$ cat src/rtl/bp_pkg.sv
// Shared types and helpers for the decode-stage branch history table.
package bp_pkg;

  // 2-bit saturating counter states; bit [1] is the predicted direction.
  typedef enum logic [1:0] {
    SNT = 2'b00,
    WNT = 2'b01,
    WT  = 2'b10,
    ST  = 2'b11
  } bht_state_t;

  localparam bht_state_t BHT_RESET_STATE = WNT;

  function automatic bht_state_t sat_inc(input bht_state_t s);
    return (s == ST) ? ST : bht_state_t'(s + 2'd1);
  endfunction

  function automatic bht_state_t sat_dec(input bht_state_t s);
    return (s == SNT) ? SNT : bht_state_t'(s - 2'd1);
  endfunction

endpackage

$ cat src/rtl/sat_counter.sv
// W-bit up-counter that sticks at all-ones instead of wrapping.
module sat_counter #(
  parameter int W = 32
) (
  input  logic         clk,
  input  logic         rst,
  input  logic         inc_i,
  output logic [W-1:0] count_o
);

  logic [W-1:0] cnt_q, cnt_d;

  // Next value: bump only when enabled and not already saturated.
  always_comb begin
    cnt_d = cnt_q;
    if (inc_i && (cnt_q != '1)) cnt_d = cnt_q + 1'b1;
  end

  // Count register, cleared asynchronously.
  always_ff @(posedge clk or posedge rst) begin
    if (rst) cnt_q <= '0;
    else     cnt_q <= cnt_d;
  end

  assign count_o = cnt_q;

endmodule

$ cat src/rtl/branch_predictor.sv
// Decode-stage 2-bit BHT: combinational prediction, beq/bne resolution,
// training on resolve, and saturating resolve/mispredict statistics.
module branch_predictor
  import bp_pkg::*;
#(
  parameter int N        = 32,
  parameter int IDX_BITS = 6
) (
  input  logic         clk,
  input  logic         rst,
  input  logic [N-1:0] pred_pc,
  output logic         pred_taken,
  input  logic         resolve_valid,
  input  logic [N-1:0] resolve_pc,
  input  logic         resolve_is_bne,
  input  logic         resolve_eq,
  input  logic         resolve_pred_taken,
  output logic         actual_taken,
  output logic         mispredict,
  output logic [N-1:0] resolve_count,
  output logic [N-1:0] mispredict_count
);

  localparam int DEPTH = 2 ** IDX_BITS;

  bht_state_t          table_q [DEPTH];
  bht_state_t          entry_d;
  logic [IDX_BITS-1:0] pred_idx, res_idx;

  // Word-aligned index; upper PC bits alias by design and byte offset is ignored.
  assign pred_idx = pred_pc[IDX_BITS+1:2];
  assign res_idx  = resolve_pc[IDX_BITS+1:2];

  logic unused_pc_bits;
  assign unused_pc_bits = ^{pred_pc, resolve_pc};

  // Prediction reads the stored entry directly: a same-cycle update is not
  // forwarded, so a colliding read sees the pre-update value.
  assign pred_taken = table_q[pred_idx][1];

  // bne inverts the comparator result; driven whether or not a branch is valid.
  assign actual_taken = resolve_is_bne ? ~resolve_eq : resolve_eq;
  assign mispredict   = resolve_valid & (actual_taken != resolve_pred_taken);

  // Trained value for the resolving entry.
  always_comb begin
    entry_d = table_q[res_idx];
    if (actual_taken) entry_d = sat_inc(table_q[res_idx]);
    else              entry_d = sat_dec(table_q[res_idx]);
  end

  // Table storage: async reset to all-WNT, one entry written per resolve.
  always_ff @(posedge clk or posedge rst) begin
    if (rst) begin
      for (int i = 0; i < DEPTH; i++) table_q[i] <= BHT_RESET_STATE;
    end else if (resolve_valid) begin
      table_q[res_idx] <= entry_d;
    end
  end

  sat_counter #(.W(N)) u_resolve_cnt (
    .clk     (clk),
    .rst     (rst),
    .inc_i   (resolve_valid),
    .count_o (resolve_count)
  );

  sat_counter #(.W(N)) u_mispredict_cnt (
    .clk     (clk),
    .rst     (rst),
    .inc_i   (mispredict),
    .count_o (mispredict_count)
  );

endmodule

$ cat config.mk
export PLATFORM = sky130hd
export DESIGN_NAME = branch_predictor
export DESIGN_NICKNAME = d
export VERILOG_FILES = /design/src/rtl/bp_pkg.sv /design/src/rtl/sat_counter.sv /design/src/rtl/branch_predictor.sv
export SDC_FILE = /design/constraint.sdc
export NUM_CORES = 1
export LEC_CHECK = 0
export CORE_MARGIN = 2
export CORE_UTILIZATION = 48
export CTS_BUF_LIST = sky130_fd_sc_hd__clkbuf_16
export DETAILED_ROUTE_END_ITERATION = 10
export PLACE_DENSITY = 0.81
export SLEW_MARGIN = 40
export SYNTH_ARGS = -nofsm -noshare
export SYNTH_HDL_FRONTEND = slang
export SYNTH_HIERARCHICAL = 1
export SYNTH_SLANG_ARGS = --single-unit
$ cat constraint.sdc
create_clock -name clk -period 4.5 [get_ports clk]
set_clock_uncertainty 0.15 [all_clocks]
set_input_delay 0.675 -clock clk [delete_from_list [all_inputs] [get_ports clk]]
set_output_delay 0.675 -clock clk [all_outputs]
set_load 0.01 [all_outputs]
After elaboration in Yosys (flattened, before gate mapping)
Cells that the tools add are included.
- $add $sub $neg: 4
- $lt $le $gt $ge: 3
- equality and inequality tests: 4
- muxes and demuxes: 13
- bitwise logic cells: 4
- reduce and logical (&&, ||, !) cells: 4
- operators with widths (kind ; number):
    bitwise mux 128 bit ; 1
    adder 32 x 1 -> 32 bit, second input constant ; 2
    != test 32 bit, second input constant ; 2
    binary-select mux 2 bit (select 6 bit) ; 2
    2-to-1 mux 2 bit ; 8
    greater-or-equal comparator 7 bit, second input constant ; 2
    NOT 6 -> 7 bit ; 2
    demux 2 bit (select 6 bit) ; 1
    less-than comparator 7 x 1 -> 1 bit, second input constant ; 1
    logical AND 1 bit ; 3
    adder 2 x 1 -> 2 bit, second input constant ; 1
    equality test 2 bit, second input constant ; 1
    zero test 2 bit ; 1
    subtractor 2 x 1 -> 2 bit, second input constant ; 1
    AND 1 bit ; 1
    2-to-1 mux 1 bit ; 1
    != test 1 bit ; 1
    NOT 1 bit ; 1
- flip-flop bits (word level): 192
- output and inout bits: 67

Depth between registers and ports, before layout
- depth in word-level cells: 8
- mapped depth: 11

Modules after synthesis
The synthesis kept the hierarchy.
- by module, submodules not included (module ; instances ; cells an instance ; area an instance (µm²) ; sequential area each (µm²)):
    branch_predictor ; 1 ; 535 ; 6964.2 ; 3283.1
    sat_counter ; 2 ; 139 ; 1561.5 ; 800.8

Worst setup path before layout
No wires, ideal clock.
- path type: input-to-output
- start point: in pred_pc[2]
- end point: out pred_taken
- arrival time: 3.115 ns
- data required time: 3.675 ns
- path slack: 0.560 ns
- stages on the path: 5
- cell sequence: clkbuf_1 buf_1 mux4_2 mux4_2 mux4_2
- longest elaborated chain between the ends: 4
- RTL lines (item ; line ; source):
    from (decl) ; branch_predictor.sv:11 ; input logic [N-1:0] pred_pc,
    NOT 6 -> 7 bit (implied by the code) ; branch_predictor.sv:39 ; assign pred_taken = table_q[pred_idx][1];
    binary-select mux 2 bit (select 6 bit) ; branch_predictor.sv:39 ;
    2-to-1 mux 2 bit (implied by the code) (2 in a row) ; branch_predictor.sv:39 ;
    to (decl) ; branch_predictor.sv:12 ; output logic pred_taken,
No other way between the ends. The select of a mux whose other input is x is not followed.

Worst setup path in the final report
Same ends and word-level chain as after synthesis.

==> impl_metrics.py <==
metrics = {
    "cts": {
        "postCtsResizedCells": 0,
        "cts.clk_slew.worst_paths_ns": 0.08,
        "clockBufferDepth": 2,
        "cts_buffers": 17,
        "post_cts_buffers": 0,
        "cts.sinks": 192,
        "cts-htree-levels": 4,
        "clkLatencyLatePin_ns": 0.45,
        "hold_buffers": 0,
        "cts_tree": "built",
        "cts.root.buffer_cell": "clkbuf_16",
    },
    "drt": {
        "ant_nets": 0,
        "via_count": 7202,
        "wire_per_inst_um": 20.3,
        "initialDrtViolationCount": 690,
        "totalWireLength_um": 24100,
        "drcViolationCount": 0,
        "avgViaCountPerCell": 6.06,
        "dr.pass1.iters": 6,
    },
    "floorplan": {
        "dieArea_um2": 22200,
        "io_pins": 137,
        "die_h_um": 149,
        "core-area_um2": 20800,
        "die_w_um": 149,
        "start_util": 0.484,
        "num_rows": 53,
    },
    "critical_path": {
        "crit_arrival_ns": 3.41,
        "r2r_cells": 8,
        "start_kind": "input port",
        "end_kind": "output pin",
        "r2r-start": "table_q[108]",
        "cp_max_fo": 16,
        "r2r_setup_slack_ns": 1.47,
        "critPathKind": "input port to output pin",
        "required_ns": 3.67,
        "timing.rr.end": "table_q[77]",
    },
    "layout": {
        "antennaDiodeCount": 0,
        "finalNonFillerCells": 1189,
        "final_nets": 973,
        "syn2layout_area_growth_pct": 18.7,
        "final_area_um2": 12000,
        "drive_above_1_share": 0.357,
    },
    "hold_path": {
        "holdPathEnd": "u_resolve_cnt/count_o[10]",
        "hold_path.class": "flop to flop",
        "min_from": "u_resolve_cnt/count_o[10]",
        "hold_path_depth": 1,
    },
    "yosys": {
        "synth-async-reset-ratio": 1.00,
        "ys_warn_count": 6,
        "ys_ff_latch": 192,
        "synth_top_area_cell": "dfrtp_1",
        "yosysMostFrequentCell": "mux2_2",
        "ys.flop_type": "dfrtp_1",
        "syn_area_per_cell_um2": 12.4,
        "synth_commonest_cells": "138 x mux2_2, 128 x dfrtp_1, 64 x dfstp_2",
        "ys_seq_area_frac": 0.484,
        "synth_top_area_share": 0.318,
        "synth_cells": 813,
        "synth-edff-count": 0,
        "synth_nets": 885,
        "synth_area_um2": 10100,
        "ys_types": 60,
        "synth_area_leaders": "dfrtp_1 32%, dfstp_2 17%, mux2_2 15%",
    },
    "sta": {
        "final_hold_viol_count": 0,
        "setup_ws_ns": 0.267,
        "period_share": 0.941,
        "relSlewSlack": 0.456,
        "slew_violations": 0,
        "max_freq_mhz": 236,
        "rsz0062_at_grt": "no",
        "setup_viol": 0,
        "worst_slew_pin_slew_ns": 0.814,
        "tns_ns": 0,
        "min_period_ns": 4.23,
    },
    "placement": {
        "globalplace.congestion": 0.917,
        "hpwl_um": 16500,
        "dpl_cell_area_um2": 11300,
        "dp.cells": 1155,
        "port_buffers": 84,
        "dpl_worst_slack_ns": 0.280,
    },
    "power": {
        "p_leak_nw": 4.96,
        "ir_drop_uv": 205,
        "power_density_nw_per_um2": 381,
    },
    "global_routing": {
        "grt_max_degree": 81,
        "grt.overflow.total": 0,
        "grt_pass1_wl_um": 39300,
        "grt_pass1_vias": 7364,
        "grt_usage": 0.225,
        "grt_antenna_before_repair": 0,
    },
    "status": {
        "status": "completed",
    },
    "job": {
        "maxCapViolations": 0,
    },
}
placed cells by master, fill, tap and decap left out, types with 3 or more instances in the layout:
master | Yosys | layout
nand2_1 | 60 | 60
buf_4 | 3 | 22
and2_1 | 4 | 4
mux2i_1 | 16 | 16
buf_12 | 0 | 6
or3_1 | 3 | 3
xor2_1 | 6 | 6
o21ai_0 | 3 | 3
a221oi_1 | 7 | 7
nor2b_1 | 6 | 5
clkdlybuf4s50_1 | 0 | 82
a31oi_1 | 8 | 8
nand3_1 | 48 | 48
clkbuf_16 | 0 | 17
clkinv_8 | 0 | 8
o22ai_1 | 7 | 7
inv_1 | 9 | 6
a22oi_1 | 10 | 10
and3_1 | 24 | 24
mux2_2 | 138 | 138
nor2_1 | 45 | 45
nor3_1 | 7 | 6
nand4_1 | 25 | 25
dfrtp_1 | 128 | 128
dfstp_2 | 64 | 64
mux4_2 | 34 | 34
a41oi_1 | 5 | 5
a21oi_1 | 13 | 13
xnor2_1 | 52 | 52
inv_6 | 0 | 3
worst max-delay path: stages:
cell	delay, ns
clkdlybuf4s50_1	0.50
buf_12	0.20
mux4_2	0.51
mux4_2	0.52
mux4_2	0.50
clkdlybuf4s50_1	0.50
worst max path at each step:
stage	startpoint	endpoint
2_1_floorplan	rst	table_q[101]
3_3_place_gp	pred_pc[2]	pred_taken
3_5_place_dp	pred_pc[2]	pred_taken
4_1_cts	pred_pc[2]	pred_taken
5_1_grt	pred_pc[2]	pred_taken
6_report	pred_pc[2]	pred_taken
power breakdown:
part	internal (W)	switching (W)	total, W
Combinational	0.000431	0.000393	0.000824
Sequential	0.00200	0.000177	0.00218
Clock	0.000770	0.000793	0.00156
Total	0.00320	0.00136	0.00456
layout make-up:
class	count	area, um2
sequential	192	4880
clock inverter	15	211
multi-input combinational	567	4930
tap	275	344
inverter	10	42.5
clock buffer	17	425
fill	1664	8850
timing repair buffer	113	1130
metal layers:
metal | vias up | wire [um] | GRT usage
met3 | 63 | 1490 | 0.0446
met5 | - | 0 | 0
met1 | 3675 | 9970 | 0.301
met4 | 0 | 649 | 0.0852
li1 | 3192 | - | -
met2 | 272 | 12000 | 0.365
flip-flops by register name (all words and copies together) (netlist names):
register                  flops
table_q                     128
u_resolve_cnt/count_o        32
u_mispredict_cnt/count_o     32
stage by stage:
stage	total power (W)	hold slack [ns]	util
after CTS	0.00459	0.348	0.574
after global routing	0.00476	0.372	0.575
after detailed placement	0.00302	0.334	0.543
after floorplan	0.00269	0.339	-
final	0.00456	0.343	0.575
after global placement	0.00298	0.327	0.543
cells by family (layout without fill, tap and decap cells):
kind of cell,Yosys count,after routing,synth area share
flops,192,192,0.484
mux,189,189,0.247
fa+ha+maj,3,3,0.00360
xor+xnor,58,58,0.0504
compound gates,70,70,0.0583
simple gates,247,247,0.128
buf+inv,54,155,0.0283
(Power assumes the default switching activity.)
